--- src/rtl/jellyvl_etherneco_synctimer_scheduler.sv ---
// rtl/jellyvl_etherneco_synctimer_scheduler.sv - periodic sync-timer frame scheduler
//
// Purpose : every param_period cycles emits an 11-byte sync frame
//           (command, 64-bit local time LE, 16-bit offset LE). It then waits for
//           the response, extracts the node-0 round trip time and reports
//           timeouts and period overruns.
// Option  : JELLYVL_SYNCTIMER_SCHED_AUTO_OFFSET_EN - when defined, the transmitted
//           offset is half the latest valid round_trip, saturated to 16 bits.
//           When undefined, param_offset is sampled at frame start.
// Ports   : clk, reset_n (async, active low)
//           enable, param_period, param_timeout, param_offset  - configuration
//           current_time                                       - local master time
//           m_cmd_*                                            - command byte stream
//           res_rx_start/end/error, s_res_*                    - response stream
//           busy, round_trip, round_trip_valid,
//           timeout_error, overrun                             - status
module jellyvl_etherneco_synctimer_scheduler #(
  parameter int TIMER_WIDTH  = 64,
  parameter int PERIOD_WIDTH = 32
) (
  input  logic                    clk,
  input  logic                    reset_n,
  input  logic                    enable,
  input  logic [PERIOD_WIDTH-1:0] param_period,
  input  logic [PERIOD_WIDTH-1:0] param_timeout,
  input  logic [15:0]             param_offset,
  input  logic [TIMER_WIDTH-1:0]  current_time,
  output logic                    m_cmd_first,
  output logic                    m_cmd_last,
  output logic [15:0]             m_cmd_pos,
  output logic [7:0]              m_cmd_data,
  output logic                    m_cmd_valid,
  input  logic                    m_cmd_ready,
  input  logic                    res_rx_start,
  input  logic                    res_rx_end,
  input  logic                    res_rx_error,
  input  logic [15:0]             s_res_pos,
  input  logic [7:0]              s_res_data,
  input  logic                    s_res_valid,
  output logic                    busy,
  output logic [31:0]             round_trip,
  output logic                    round_trip_valid,
  output logic                    timeout_error,
  output logic                    overrun
);

  typedef enum logic [2:0] {IDLE, WAIT_PERIOD, SEND, WAIT_RES, UPDATE} state_t;

  state_t                  state, next_state;
  logic [PERIOD_WIDTH-1:0] period_cnt, period_limit, wait_cnt;
  logic                    period_hit, overrun_pend, sync_lost;
  logic [3:0]              pos;
  logic [7:0]              cmd_byte;
  logic [63:0]             time_lat;
  logic [15:0]             off_lat, offset_src;
  logic [31:0]             rt_shadow;
  logic [127:0]            frame;
  logic                    xfer, rx_ok, tmo, send_start;

  // period of 0 behaves like 1
  assign period_limit = (param_period == '0) ? '0 : param_period - PERIOD_WIDTH'(1);
  assign period_hit   = (period_cnt == period_limit);
  assign xfer         = (state == SEND) && m_cmd_ready;
  assign rx_ok        = res_rx_end && !res_rx_error;
  assign tmo          = ((wait_cnt + PERIOD_WIDTH'(1)) == param_timeout);
  assign send_start   = (state == WAIT_PERIOD) && (next_state == SEND);

`ifdef JELLYVL_SYNCTIMER_SCHED_AUTO_OFFSET_EN
  // round_trip is 0 until the first measurement, giving offset 0
  assign offset_src = (|round_trip[31:17]) ? 16'hFFFF : round_trip[16:1];
`else
  assign offset_src = param_offset;
`endif

  always_ff @(posedge clk or negedge reset_n) begin
    if (!reset_n) state <= IDLE;
    else          state <= next_state;
  end

  always_comb begin
    next_state = state;
    case (state)
      IDLE:        if (enable) next_state = WAIT_PERIOD;
      WAIT_PERIOD: begin
        if (!enable)                         next_state = IDLE;
        else if (period_hit || overrun_pend) next_state = SEND;
      end
      SEND:        if (xfer && pos == 4'd10) next_state = WAIT_RES;
      WAIT_RES: begin
        // error wins over a coincident end; any response event wins over timeout
        if (res_rx_error) next_state = WAIT_PERIOD;
        else if (rx_ok)   next_state = UPDATE;
        else if (tmo)     next_state = WAIT_PERIOD;
      end
      UPDATE:      next_state = WAIT_PERIOD;
      default:     next_state = IDLE;
    endcase
  end

  always_ff @(posedge clk or negedge reset_n) begin
    if (!reset_n) begin
      period_cnt    <= '0;
      wait_cnt      <= '0;
      overrun_pend  <= 1'b0;
      overrun       <= 1'b0;
      timeout_error <= 1'b0;
      sync_lost     <= 1'b1;
      pos           <= 4'd0;
    end else begin
      overrun       <= 1'b0;
      timeout_error <= 1'b0;

      if (state == IDLE || send_start) period_cnt <= '0;
      else                             period_cnt <= period_cnt + PERIOD_WIDTH'(1);

      if (state == WAIT_RES) wait_cnt <= wait_cnt + PERIOD_WIDTH'(1);
      else                   wait_cnt <= '0;

      // the pending flag makes the pulse one-shot and forces an immediate
      // frame start at the next WAIT_PERIOD
      if (state == IDLE || send_start) begin
        overrun_pend <= 1'b0;
      end else if (state != WAIT_PERIOD && period_hit && !overrun_pend) begin
        overrun_pend <= 1'b1;
        overrun      <= 1'b1;
      end

      if (state == WAIT_RES && !res_rx_error && !rx_ok && tmo) timeout_error <= 1'b1;

      if (state == IDLE)                                           sync_lost <= 1'b1;
      else if (state == UPDATE)                                    sync_lost <= 1'b0;
      else if (state == WAIT_RES && next_state == WAIT_PERIOD)     sync_lost <= 1'b1;

      if (state != SEND) pos <= 4'd0;
      else if (xfer)     pos <= pos + 4'd1;
    end
  end

  always_ff @(posedge clk or negedge reset_n) begin
    if (!reset_n) begin
      cmd_byte   <= 8'h00;
      time_lat   <= 64'd0;
      off_lat    <= 16'd0;
      rt_shadow  <= 32'd0;
      round_trip <= 32'd0;
    end else begin
      if (send_start) begin
        cmd_byte <= sync_lost ? 8'h03 : 8'h01;
        time_lat <= 64'(current_time);
        off_lat  <= offset_src;
      end
      if (state == WAIT_RES) begin
        if (res_rx_start) rt_shadow <= 32'd0;
        if (s_res_valid) begin
          case (s_res_pos)
            16'd9:   rt_shadow[7:0]   <= s_res_data;
            16'd10:  rt_shadow[15:8]  <= s_res_data;
            16'd11:  rt_shadow[23:16] <= s_res_data;
            16'd12:  rt_shadow[31:24] <= s_res_data;
            default: ;
          endcase
        end
      end
      // only a clean response publishes the measurement
      if (state == UPDATE) round_trip <= rt_shadow;
    end
  end

  assign frame            = {40'd0, off_lat, time_lat, cmd_byte};
  assign m_cmd_valid      = (state == SEND);
  assign m_cmd_first      = m_cmd_valid && (pos == 4'd0);
  assign m_cmd_last       = m_cmd_valid && (pos == 4'd10);
  assign m_cmd_pos        = {12'd0, pos};
  assign m_cmd_data       = frame[{pos, 3'b000} +: 8];
  assign busy             = (state == SEND) || (state == WAIT_RES) || (state == UPDATE);
  assign round_trip_valid = (state == UPDATE);

endmodule
--- config.mk ---
export PLATFORM = sky130hd
export DESIGN_NAME = jellyvl_etherneco_synctimer_scheduler
export DESIGN_NICKNAME = d
export VERILOG_FILES = /design/src/rtl/jellyvl_etherneco_synctimer_scheduler.sv
export SDC_FILE = /design/constraint.sdc
export NUM_CORES = 1
export LEC_CHECK = 0
export ABC_AREA = 1
export CORE_ASPECT_RATIO = 0.9
export CORE_MARGIN = 5
export CORE_UTILIZATION = 40
export CTS_CLUSTER_SIZE = 12
export DETAILED_ROUTE_END_ITERATION = 10
export PLACE_DENSITY = 0.75
export SYNTH_ARGS = -nofsm -noshare
export SYNTH_HDL_FRONTEND = slang
export SYNTH_SLANG_ARGS = --single-unit
--- constraint.sdc ---
create_clock -name clk -period 2.3 [get_ports clk]
set_input_delay 0.69 -clock clk [delete_from_list [all_inputs] [get_ports clk]]
set_output_delay 0.69 -clock clk [all_outputs]
set_load 0.1 [all_outputs]
==> impl_results.md, run 1 <==
- Worst vdd ir: 585 µV
- Sequential area share after synthesis: a little over two fifths
- Die Y: around 180 µm
- Min setup slack post-route: -0.876 ns
- Ys Warns: 0
- Crit end category: output pin
- Die W: 199 µm
- GRT Total Usage: 27.0%
- TritonCTS Buffers: 26
- Critical Path RT: 1.61 ns
- Synth Register Bits: 221
- Syn Area/Cell: 7.06 µm²
- I/O pin count: 239
- Post-synthesis simple-gate area fraction: 37.1%
- Vias in the first global route: 15.3k
- Synth Area in Adders: 0.585%
- # nets final: roughly 2.6k
- First-pass GRT wire length: ~80,000 µm
- Minimum clock period: 3.18 ns
- Maxcap violations: 0
- CTS tree: yes
- Clk pin slew, worst setup/hold paths: approximately 0.060 ns
- Drt drc: 0
- Compound-gate portion of the synthesized area: 8.64%
- Final setup viols: 132
- DRT Wirelength: 55,500 µm
- Post-DP HPWL: roughly 33,000 µm
- Antenna violations before repair: 3
- Unrepaired setup endpoints after global routing: true
- Failing checks: setup timing
- Clk buf depth: 3
- Fillers: 2,209
- Post-synthesis cell count: 1,818
- WL/cell: 19.5 µm
- Total gr overflow: 0
- Async set-or-reset flop fraction in the synthesized netlist: 100%
- Share of cells above drive strength 1: 37.0%
- Layout area overhead: 71.7%
- Max Fanout on Critical Path: 6
- Full die area: 35,800 µm²
- Worst-Skew Late Latency: 0.53 ns
- Post-synthesis xor/xnor area fraction: 2.46%
- H-tree levels: 1
- Status: finished, violations left
- Arrival time at the worst endpoint: about 2.5 ns
- Max-slew headroom: a little under two thirds
- GPL Wtd Cong: 0.939
- Largest net degree at the start of global routing: 73
- FP Rows: 62
- Mux cell area share after synthesis: 0%
- Worst hold path type: in2async
- Cell Pwr Density: ~500 nW/µm²
- Clk root buf: clkbuf_16
- Cell taking the most area after synthesis: dfrtp_1
- Period utilization: 138%
- Ys flop type: dfrtp_1
- Crit path kind: reg2out
- Post-synth EDFFs: 0
- Port Buffers: approximately 230
- Share of the synthesized area in the top cell type: between 40% and 50%
- CTS sink count: approximately 220
- Post-Place Worst Slack: -1.50 ns
- Final Hold Viols: 0
- P_leak: 10.0 nW
- Crit path launch type: register
- ANT nets after route: 0
- Vias: 15.8k
- Initial core utilization: 40.3%
- Clk_skew: 0.0136 ns
- DR iter-0 viols: 1,849
- Largest family of logic cells by synthesized area: simple AND/OR/NAND/NOR gates
- Iteration count of the initial detailed-routing pass: 8
- Max Slew Vio Count: 0
- Max frequency: 315 MHz
- Synth unique cells: 46
- Cts hold-fix bufs: 0
- Final Util: 69.3%
- Slew @ Worst Pin: 0.542 ns
- Synthesized area: 12,800 µm²
- Core area: about 32,000 µm²
- Vias per cell: around 5.6
- Top cells by area, synth: dfrtp_1 43%, nand2_1 17%, nor2_1 7.2%, nand3_1 6.8%, inv_1 5.1%
[final cells by class]
class / instances / area (µm²) / share of cell area, %
Multi-Input combinational cell: 1367 / 8100 / 36.8
Timing Repair Buffer: 620 / 6280 / 28.5
Sequential cell: 221 / 5550 / 25.2
Clock buffer: 36 / 718 / 3.26
Inverter: 173 / 701 / 3.18
Tap cell: 416 / 520 / 2.36
Clock inverter: 9 / 159 / 0.721
Antenna cell: 2 / 5.00 / 0.0227
[sequential cells by signal, summed over array words and instances (netlist names)]
register,cells
overrun_pend,1
pos,4
overrun,1
state,3
period_cnt,32
round_trip,32
sync_lost,1
time_lat,64
rt_shadow,32
timeout_error,1
cmd_byte,2
off_lat,16
wait_cnt,32
[layout by cell type, fill, tap and decap left out, drive strengths merged, types with 4 or more instances in the layout]
cell | synthesis | routed
buf | 36 | 442
dfrtp | 220 | 220
xor2 | 23 | 23
a221oi | 4 | 4
inv | 173 | 173
nor4 | 12 | 12
clkdlybuf4s15 | 0 | 13
clkbuf | 33 | 52
nand3b | 14 | 14
clkdlybuf4s50 | 0 | 142
ha | 6 | 6
o21ai | 83 | 83
dlygate4sd2 | 0 | 7
o211ai | 4 | 4
o22ai | 32 | 32
xnor2 | 5 | 5
conb | 1 | 12
o21bai | 13 | 13
nand3 | 174 | 174
nand4 | 39 | 39
a22oi | 8 | 8
nor2 | 254 | 254
a21oi | 33 | 33
nor3 | 37 | 37
and2 | 4 | 4
nand2 | 589 | 590
clkinv | 0 | 4
bufinv | 0 | 4
[layer usage]
metal	routed length (µm)	vias up	global-route usage, %
met5	20	-	0
met1	20800	7461	36.0
met2	26100	1008	44.2
met4	3340	2	10.4
li1	-	7082	-
met3	5200	293	4.46
[logic make-up (layout without fill, tap and decap cells)]
logic type               after synthesis  count (layout)
XOR/XNOR                              31              31
adder cells (fa/ha/maj)                6               6
AO/OA/AOI/OAI                        188             188
flip-flops                           221             221
AND/OR/NAND/NOR                     1129            1130
buffers and inverters                242             838
other                                  1              14
[cells in the mapped netlist, types with 2 or more instances]
| master | n |
|---|---|
| a21oi_1 | 33 |
| a221oi_1 | 4 |
| a22o_1 | 2 |
| a22oi_1 | 8 |
| a31oi_1 | 2 |
| a32o_1 | 2 |
| and2_1 | 3 |
| buf_2 | 14 |
| buf_4 | 14 |
| buf_6 | 8 |
| clkbuf_1 | 33 |
| dfrtp_1 | 220 |
| ha_1 | 6 |
| inv_1 | 173 |
| nand2_1 | 586 |
| nand2_2 | 3 |
| nand3_1 | 174 |
| nand3b_1 | 14 |
| nand4_1 | 38 |
| nor2_1 | 246 |
| nor2_2 | 7 |
| nor3_1 | 37 |
| nor3b_1 | 2 |
| nor4_1 | 12 |
| o2111ai_1 | 2 |
| o211ai_1 | 4 |
| o21ai_0 | 76 |
| o21ai_1 | 6 |
| o21bai_1 | 13 |
| o22ai_1 | 32 |
| or2_2 | 2 |
| xnor2_1 | 5 |
| xor2_1 | 23 |
| xor3_1 | 2 |
[through the flow]
| stage | area, µm² | cells | total power, mW | hold WS [ns] | setup TNS, ns |
|---|---|---|---|---|---|
| 2_1_floorplan | 13300 | 1829 | 5.40 | 0.394 | -52.17 |
| 3_3_place_gp | 17700 | 2651 | 6.22 | 0.449 | -171.40 |
| 3_5_place_dp | 17700 | 2651 | 6.28 | 0.453 | -179.31 |
| 4_1_cts | 21000 | 2823 | 10.8 | 0.0929 | -70.83 |
| 5_1_grt | 22000 | 2844 | 11.3 | 0.109 | -100.06 |
| 6_report | 22000 | 2844 | 10.9 | 0.0659 | -90.12 |
[report_power, final]
group          internal, mW  switching (mW)  total, mW
clock network          2.62            1.67       4.29
registers              4.17           0.185       4.36
logic                 0.930            1.35       2.28
[what timing repair did]
action / CTS / global route
cloned: 28 / 5
setup buffers: 100 / 37
endpoints found under the setup margin: 134 / 135
gates resized for setup: 324 / 292
pin swaps: 71 / 137
[worst max-delay path, cell delays in order (launching register included)]
cell	delay [ns]
dfrtp_4	0.51
inv_4	0.09
nor2_4	0.07
buf_12	0.15
a221oi_1	0.42
o21ai_1	0.19
a32o_4	0.35
buf_12	0.17
[final timing paths]
kind | slack (ns) | depth (start not counted) | end | startpoint
max | -0.88 | 7 | m_cmd_data[1] | pos[1]
min reg2reg | 0.50 | 2 | off_lat[1] | off_lat[1]
min | 0.07 | 1 | time_lat[48] | reset_n
max in group asynchronous | 1.48 | 2 | rt_shadow[10] | reset_n
max reg2reg | -0.41 | 12 | period_cnt[31] | period_cnt[0]
min in group clk | 0.50 | 2 | off_lat[1] | off_lat[1]
Power figures use the tool's default switching activity.
==> run 2: changes to the inputs <==
--- a/config.mk
+++ b/config.mk
@@ -6,12 +6,14 @@
 export NUM_CORES = 1
 export LEC_CHECK = 0
 export ABC_AREA = 1
+export CAP_MARGIN = 20
 export CORE_ASPECT_RATIO = 0.9
 export CORE_MARGIN = 5
 export CORE_UTILIZATION = 40
 export CTS_CLUSTER_SIZE = 12
 export DETAILED_ROUTE_END_ITERATION = 10
 export PLACE_DENSITY = 0.75
+export RECOVER_POWER = 25
 export SYNTH_ARGS = -nofsm -noshare
 export SYNTH_HDL_FRONTEND = slang
 export SYNTH_SLANG_ARGS = --single-unit
==> impl_results.md, run 2 (synthesis gave the netlist of run 1 again) <==
- Status: finished, violations left
- Failing checks: capacitance limit, slew limit, setup timing
- Number of flip-flops under the largest register name: 64
- Arrival time at the worst endpoint: roughly 2.5 ns
- Post-DP HPWL: about 33,000 µm
- DRT Wirelength: 55,500 µm
- Die W: 199 µm
- FP Rows: 62
- Worst-Skew Late Latency: roughly 0.53 ns
- Period utilization: 139%
- Vias: roughly 16k
- Share of cells above drive strength 1: 37.0%
- Crit end category: output pin
- Critical Path RT: approximately 1.6 ns
- CTS tree: yes
- Vias in the first global route: 15.3k
- WL/cell: 19.5 µm
- Largest net degree at the start of global routing: 73
- Final Hold Viols: 0
- First-pass GRT wire length: 79,800 µm
- Metal2 WL: around 26,000 µm
- Crit path launch type: register
- Clk pin slew, worst setup/hold paths: 0.06 ns
- Vias per cell: ~5.6
- # nets final: 2,591
- Setup tns final: -92.08 ns
- Post-route cell area: 22,000 µm²
- Clk_skew: around 0.015 ns
- GPL Wtd Cong: 0.939
- ANT nets after route: 0
- Crit path kind: reg2out
- Met3 WL post-DR: 5440 µm
- CTS sink count: 221
- Initial core utilization: about two fifths
- Core area: 31,800 µm²
- Port Buffers: ~230
- DR iter-0 viols: 1,917
- Full die area: 35,800 µm²
- Final setup viols: 132
- P_leak: 10.0 nW
- Drt drc: 0
- Cell Pwr Density: 496 nW/µm²
- Die Y: 180 µm
- Most frequent cells in the layout: 414 x nand2_1, 335 x buf_4, 213 x dfrtp_1
- Highest metal used: met5
- Max frequency: 312 MHz
- H-tree levels: 1
- Minimum clock period: about 3.2 ns
- Clk root buf: clkbuf_16
- GRT Total Usage: between 20% and 30%
- Unrepaired setup endpoints after global routing: true
- Metal-1 WL: 20,500 µm
- Worst vdd ir: 584 µV
- I/O pin count: 239
- Total gr overflow: 0
- Dpl cell area: 17,700 µm²
- Antenna violations before repair: 3
- Max Slew Vio Count: 56
- Leading cell type in the layout, fill and taps excluded: nand2_1
- Layout area overhead: 71.4%
- Slew @ Worst Pin: 1.57 ns
- Iteration count of the initial detailed-routing pass: 9
- Hold slack: between 0.4 and 0.5 ns
- Max Fanout on Critical Path: 6
- Largest Register: time_lat
- Maxcap violations: 1
- Min setup slack post-route: -0.903 ns
- Clk buf depth: 3
- Max-slew headroom: -4.67%
- Worst hold path type: reg2reg
- Final Util: around 69%
- TritonCTS Buffers: 26
run 2: per-stage QoR:
| stage | instances | worst slack (ns) | power, mW |
|---|---|---|---|
| final | 2844 | -0.903 | 10.9 |
| after global routing | 2844 | -1.07 | 11.3 |
| after CTS | 2823 | -0.641 | 10.8 |
| after detailed placement | 2651 | -1.50 | 6.28 |
| after global placement | 2651 | -1.42 | 6.22 |
| after floorplan | 1829 | -1.05 | 5.40 |
run 2: worst paths after layout:
check / startpoint / end / slack, ns / cells after the start
worst max-delay path: pos[1] / m_cmd_data[1] / -0.90 / 7
worst min register to register: off_lat[1] / off_lat[1] / 0.49 / 2
worst max register to register: period_cnt[0] / period_cnt[31] / -0.40 / 12
worst min-delay path: off_lat[1] / off_lat[1] / 0.49 / 2
max in group asynchronous: reset_n / state[1] / 0.31 / 2
min in group asynchronous: reset_n / time_lat[23] / 0.55 / 1
run 2: critical path, cell delays in order (launching register included):
cell and delay, ns:
dfrtp_4 0.51, inv_4 0.09, nor2_4 0.07, buf_12 0.15, a221oi_1 0.42, o21ai_1 0.21
a32o_4 0.35, buf_12 0.17
run 2: layout make-up:
type	instances	area, µm²
inverters	173	701
repair buffers	620	6240
well taps	416	520
clock buffers	36	718
clock inverters	9	159
flip-flops and latches	221	5550
fillers	2214	9810
multi-input cells	1367	8100
diodes	2	5.00
run 2: report_power, final:
group          total (mW)  switching [mW]  internal, mW
combinational        2.27            1.35         0.923
sequential           4.36           0.185          4.17
clock                4.28            1.66          2.62
total                10.9            3.20          7.71
run 2: repair_timing:
action,CTS,global route
hold buffers,0,0
endpoints found under the setup margin,134,135
pin swaps,71,137
cloned,28,5
hold endpoints to repair,0,0
resized for setup,324,292
buffers inserted,100,37
run 2: layer usage:
| layer | global-route usage, % | vias up |
|---|---|---|
| met4 | 10.4 | 2 |
| met3 | 4.46 | 314 |
| met2 | 44.2 | 1078 |
| li1 | - | 7079 |
| met1 | 36.0 | 7418 |
| met5 | 0 | - |
==> run 3: changes to the inputs <==
--- a/config.mk
+++ b/config.mk
@@ -12,7 +12,7 @@
 export CORE_UTILIZATION = 40
 export CTS_CLUSTER_SIZE = 12
 export DETAILED_ROUTE_END_ITERATION = 10
-export PLACE_DENSITY = 0.75
+export PLACE_DENSITY = 0.66
 export RECOVER_POWER = 25
 export SYNTH_ARGS = -nofsm -noshare
 export SYNTH_HDL_FRONTEND = slang
==> impl_results.md, run 3 (synthesis gave the netlist of run 1 again) <==
- Vias: 15.0k
- Clk buf depth: 3
- Post-Place Worst Slack: -1.47 ns
- First-pass GRT wire length: slightly below 80,000 µm
- I/O pin count: 239
- DRT Wirelength: between 50,000 and 60,000 µm
- Vias in the first global route: 15.1k
- Critical Path RT: 2.73 ns
- Worst hold path type: reg2reg
- Min setup slack post-route: -0.690 ns
- Share of cells above drive strength 1: between 30% and 40%
- CTS tree: yes
- Iteration count of the initial detailed-routing pass: 5
- FP Rows: 62
- Maxcap violations: 1
- CP top delay family: simple AND/OR/NAND/NOR gates
- Full die area: about 36,000 µm²
- Post-DP HPWL: approximately 33,000 µm
- Clk_skew: 0.0277 ns
- Largest stage delay, worst path: ~0.22 ns
- DR iter-0 viols: 1,166
- # nets final: 2,576
- GPL Wtd Cong: 0.942
- Clk pin slew, worst setup/hold paths: 0.07 ns
- Max Fanout on Critical Path: 7
- Vias per cell: 5.31
- Layout area overhead: 67.8%
- Total gr overflow: 0
- Initial core utilization: 40.3%
- TritonCTS Buffers: 24
- ANT nets after route: 0
- Largest net degree at the start of global routing: 67
- Leading cell type in the layout, fill and taps excluded: nand2_1
- Cell Pwr Density: just under 500 nW/µm²
- Worst vdd ir: 583 µV
- Worst-Skew Late Latency: 0.54 ns
- WL/cell: 17.9 µm
- Number of flip-flops under the largest register name: 64
- Core area: 31,800 µm²
- Largest Register: time_lat
- H-tree levels: 1
- Die W: approximately 200 µm
- Status: finished, violations left
- Failing checks: capacitance limit, slew limit, setup timing
- Final setup viols: 131
- P_leak: 9.77 nW
- Final Hold Viols: 0
- Crit end category: register
- Period utilization: 130%
- Most used cell, CP: nand2_4
- Max frequency: 334 MHz
- Crit path kind: in2reg
- Final Util: 67.7%
- CP cell instances: buf_2 -> nor2_4 -> nand2_4 -> nor2_4 -> buf_12 -> nand2_4 -> nor2_4 -> buf_12 -> o21ai_2 -> nand2_2 -> nand2_1 -> nor2_1 -> nand2_1 -> nor2_2 -> nand3_2 -> nand2_4 -> buf_12 -> nand2_8 -> buf_6 -> buf_6 -> buf_16 -> nand2_4 -> nand2_2
- Arrival time at the worst endpoint: 3.42 ns
- Minimum clock period: approximately 3 ns
- Max-slew headroom: -5.93%
- Crit path launch type: primary input
- GRT Total Usage: 26.7%
- Port Buffers: 226
- Max Slew Vio Count: 54
- CTS sink count: roughly 220
- Slowest CP cell: nor2_4
- Pwr Total: 10.4 mW
- Die Y: 180 µm
- Unrepaired setup endpoints after global routing: true
- Most frequent cells in the layout: 449 x nand2_1, 333 x buf_4, 214 x dfrtp_1
- Clk root buf: clkbuf_16
- Drt drc: 0
- Worst Path Buf+Inv: 7
- Antenna violations before repair: 2
- Fillers: 2,450
- Slew @ Worst Pin: 1.59 ns
==> run 3: changes by cell type in the layout (fill, tap and decap cells not counted), moves of 8 or more <==
| cell | before | now |
|---|---|---|
| buf_2 | 1 | 10 |
| clkbuf_16 | 33 | 24 |
| nand2_1 | 414 | 449 |
| nand2_2 | 117 | 102 |
| nand2_4 | 53 | 36 |
| nand3_1 | 123 | 98 |
| nand3_2 | 46 | 64 |
| o21ai_1 | 22 | 14 |
| o21ai_2 | 2 | 12 |
==> run 3: final cells by class <==
| cell class | instances | area [µm²] | area share, % |
|---|---|---|---|
| antenna | 1 | 2.50 | 0.0116 |
| clock buffer | 32 | 671 | 3.11 |
| clock inverter | 6 | 93.8 | 0.436 |
| inverter | 173 | 688 | 3.20 |
| multi-input combinational | 1367 | 8080 | 37.5 |
| sequential | 221 | 5540 | 25.7 |
| tap | 416 | 520 | 2.42 |
| timing repair buffer | 607 | 5930 | 27.5 |
==> run 3: worst paths after layout <==
path	start	end	slack [ns]	cells after the start
min	time_lat[62]	time_lat[62]	0.48	2
max	param_period[3]	time_lat[1]	-0.69	23
min reg2reg	time_lat[62]	time_lat[62]	0.48	2
min in group asynchronous	reset_n	time_lat[4]	0.56	1
max in group asynchronous	reset_n	period_cnt[19]	0.33	2
max reg2reg	period_cnt[1]	period_cnt[28]	-0.33	20
==> run 3: metrics by stage <==
stage	std cells	setup TNS, ns	hold slack, ns	instance area [µm²]
after global routing	2823	-92.48	0.509	21500
after global placement	2684	-172.15	0.439	17900
final	2823	-77.98	0.481	21500
after CTS	2813	-63.18	0.104	21000
after floorplan	1829	-52.17	0.394	13300
after detailed placement	2684	-175.22	0.442	17900
==> run 3: routing by layer <==
metal / track usage (%) / up-vias / wire, µm
met3: 4.49 / 147 / 3500
li1: - / 7055 / -
met1: 36.5 / 7165 / 21100
met2: 43.2 / 608 / 23900
met4: 9.19 / 2 / 1970
met5: 0 / - / 20
==> run 3: timing repair <==
action | CTS | global route
hold buffers | 0 | 0
cloned | 27 | 1
buffers inserted | 67 | 24
endpoints found under the hold margin | 0 | 0
pin swaps | 116 | 113
resized for setup | 375 | 238
setup endpoints to repair | 134 | 134
==> run 3: power breakdown <==
part           internal (mW)  switching [mW]  leakage [nW]
Combinational          0.899            1.34          6.47
Clock                   2.25            1.60         0.372
Sequential              4.17           0.159          2.92
==> run 3: worst register-to-register path, delay by kind of cell (launching register included) <==
kind                       cells  cell delay [ns]
adders and majority gates      1             0.18
DFF                            1             0.36
buffers and inverters          1             0.07
and+or+nand+nor               18             1.92
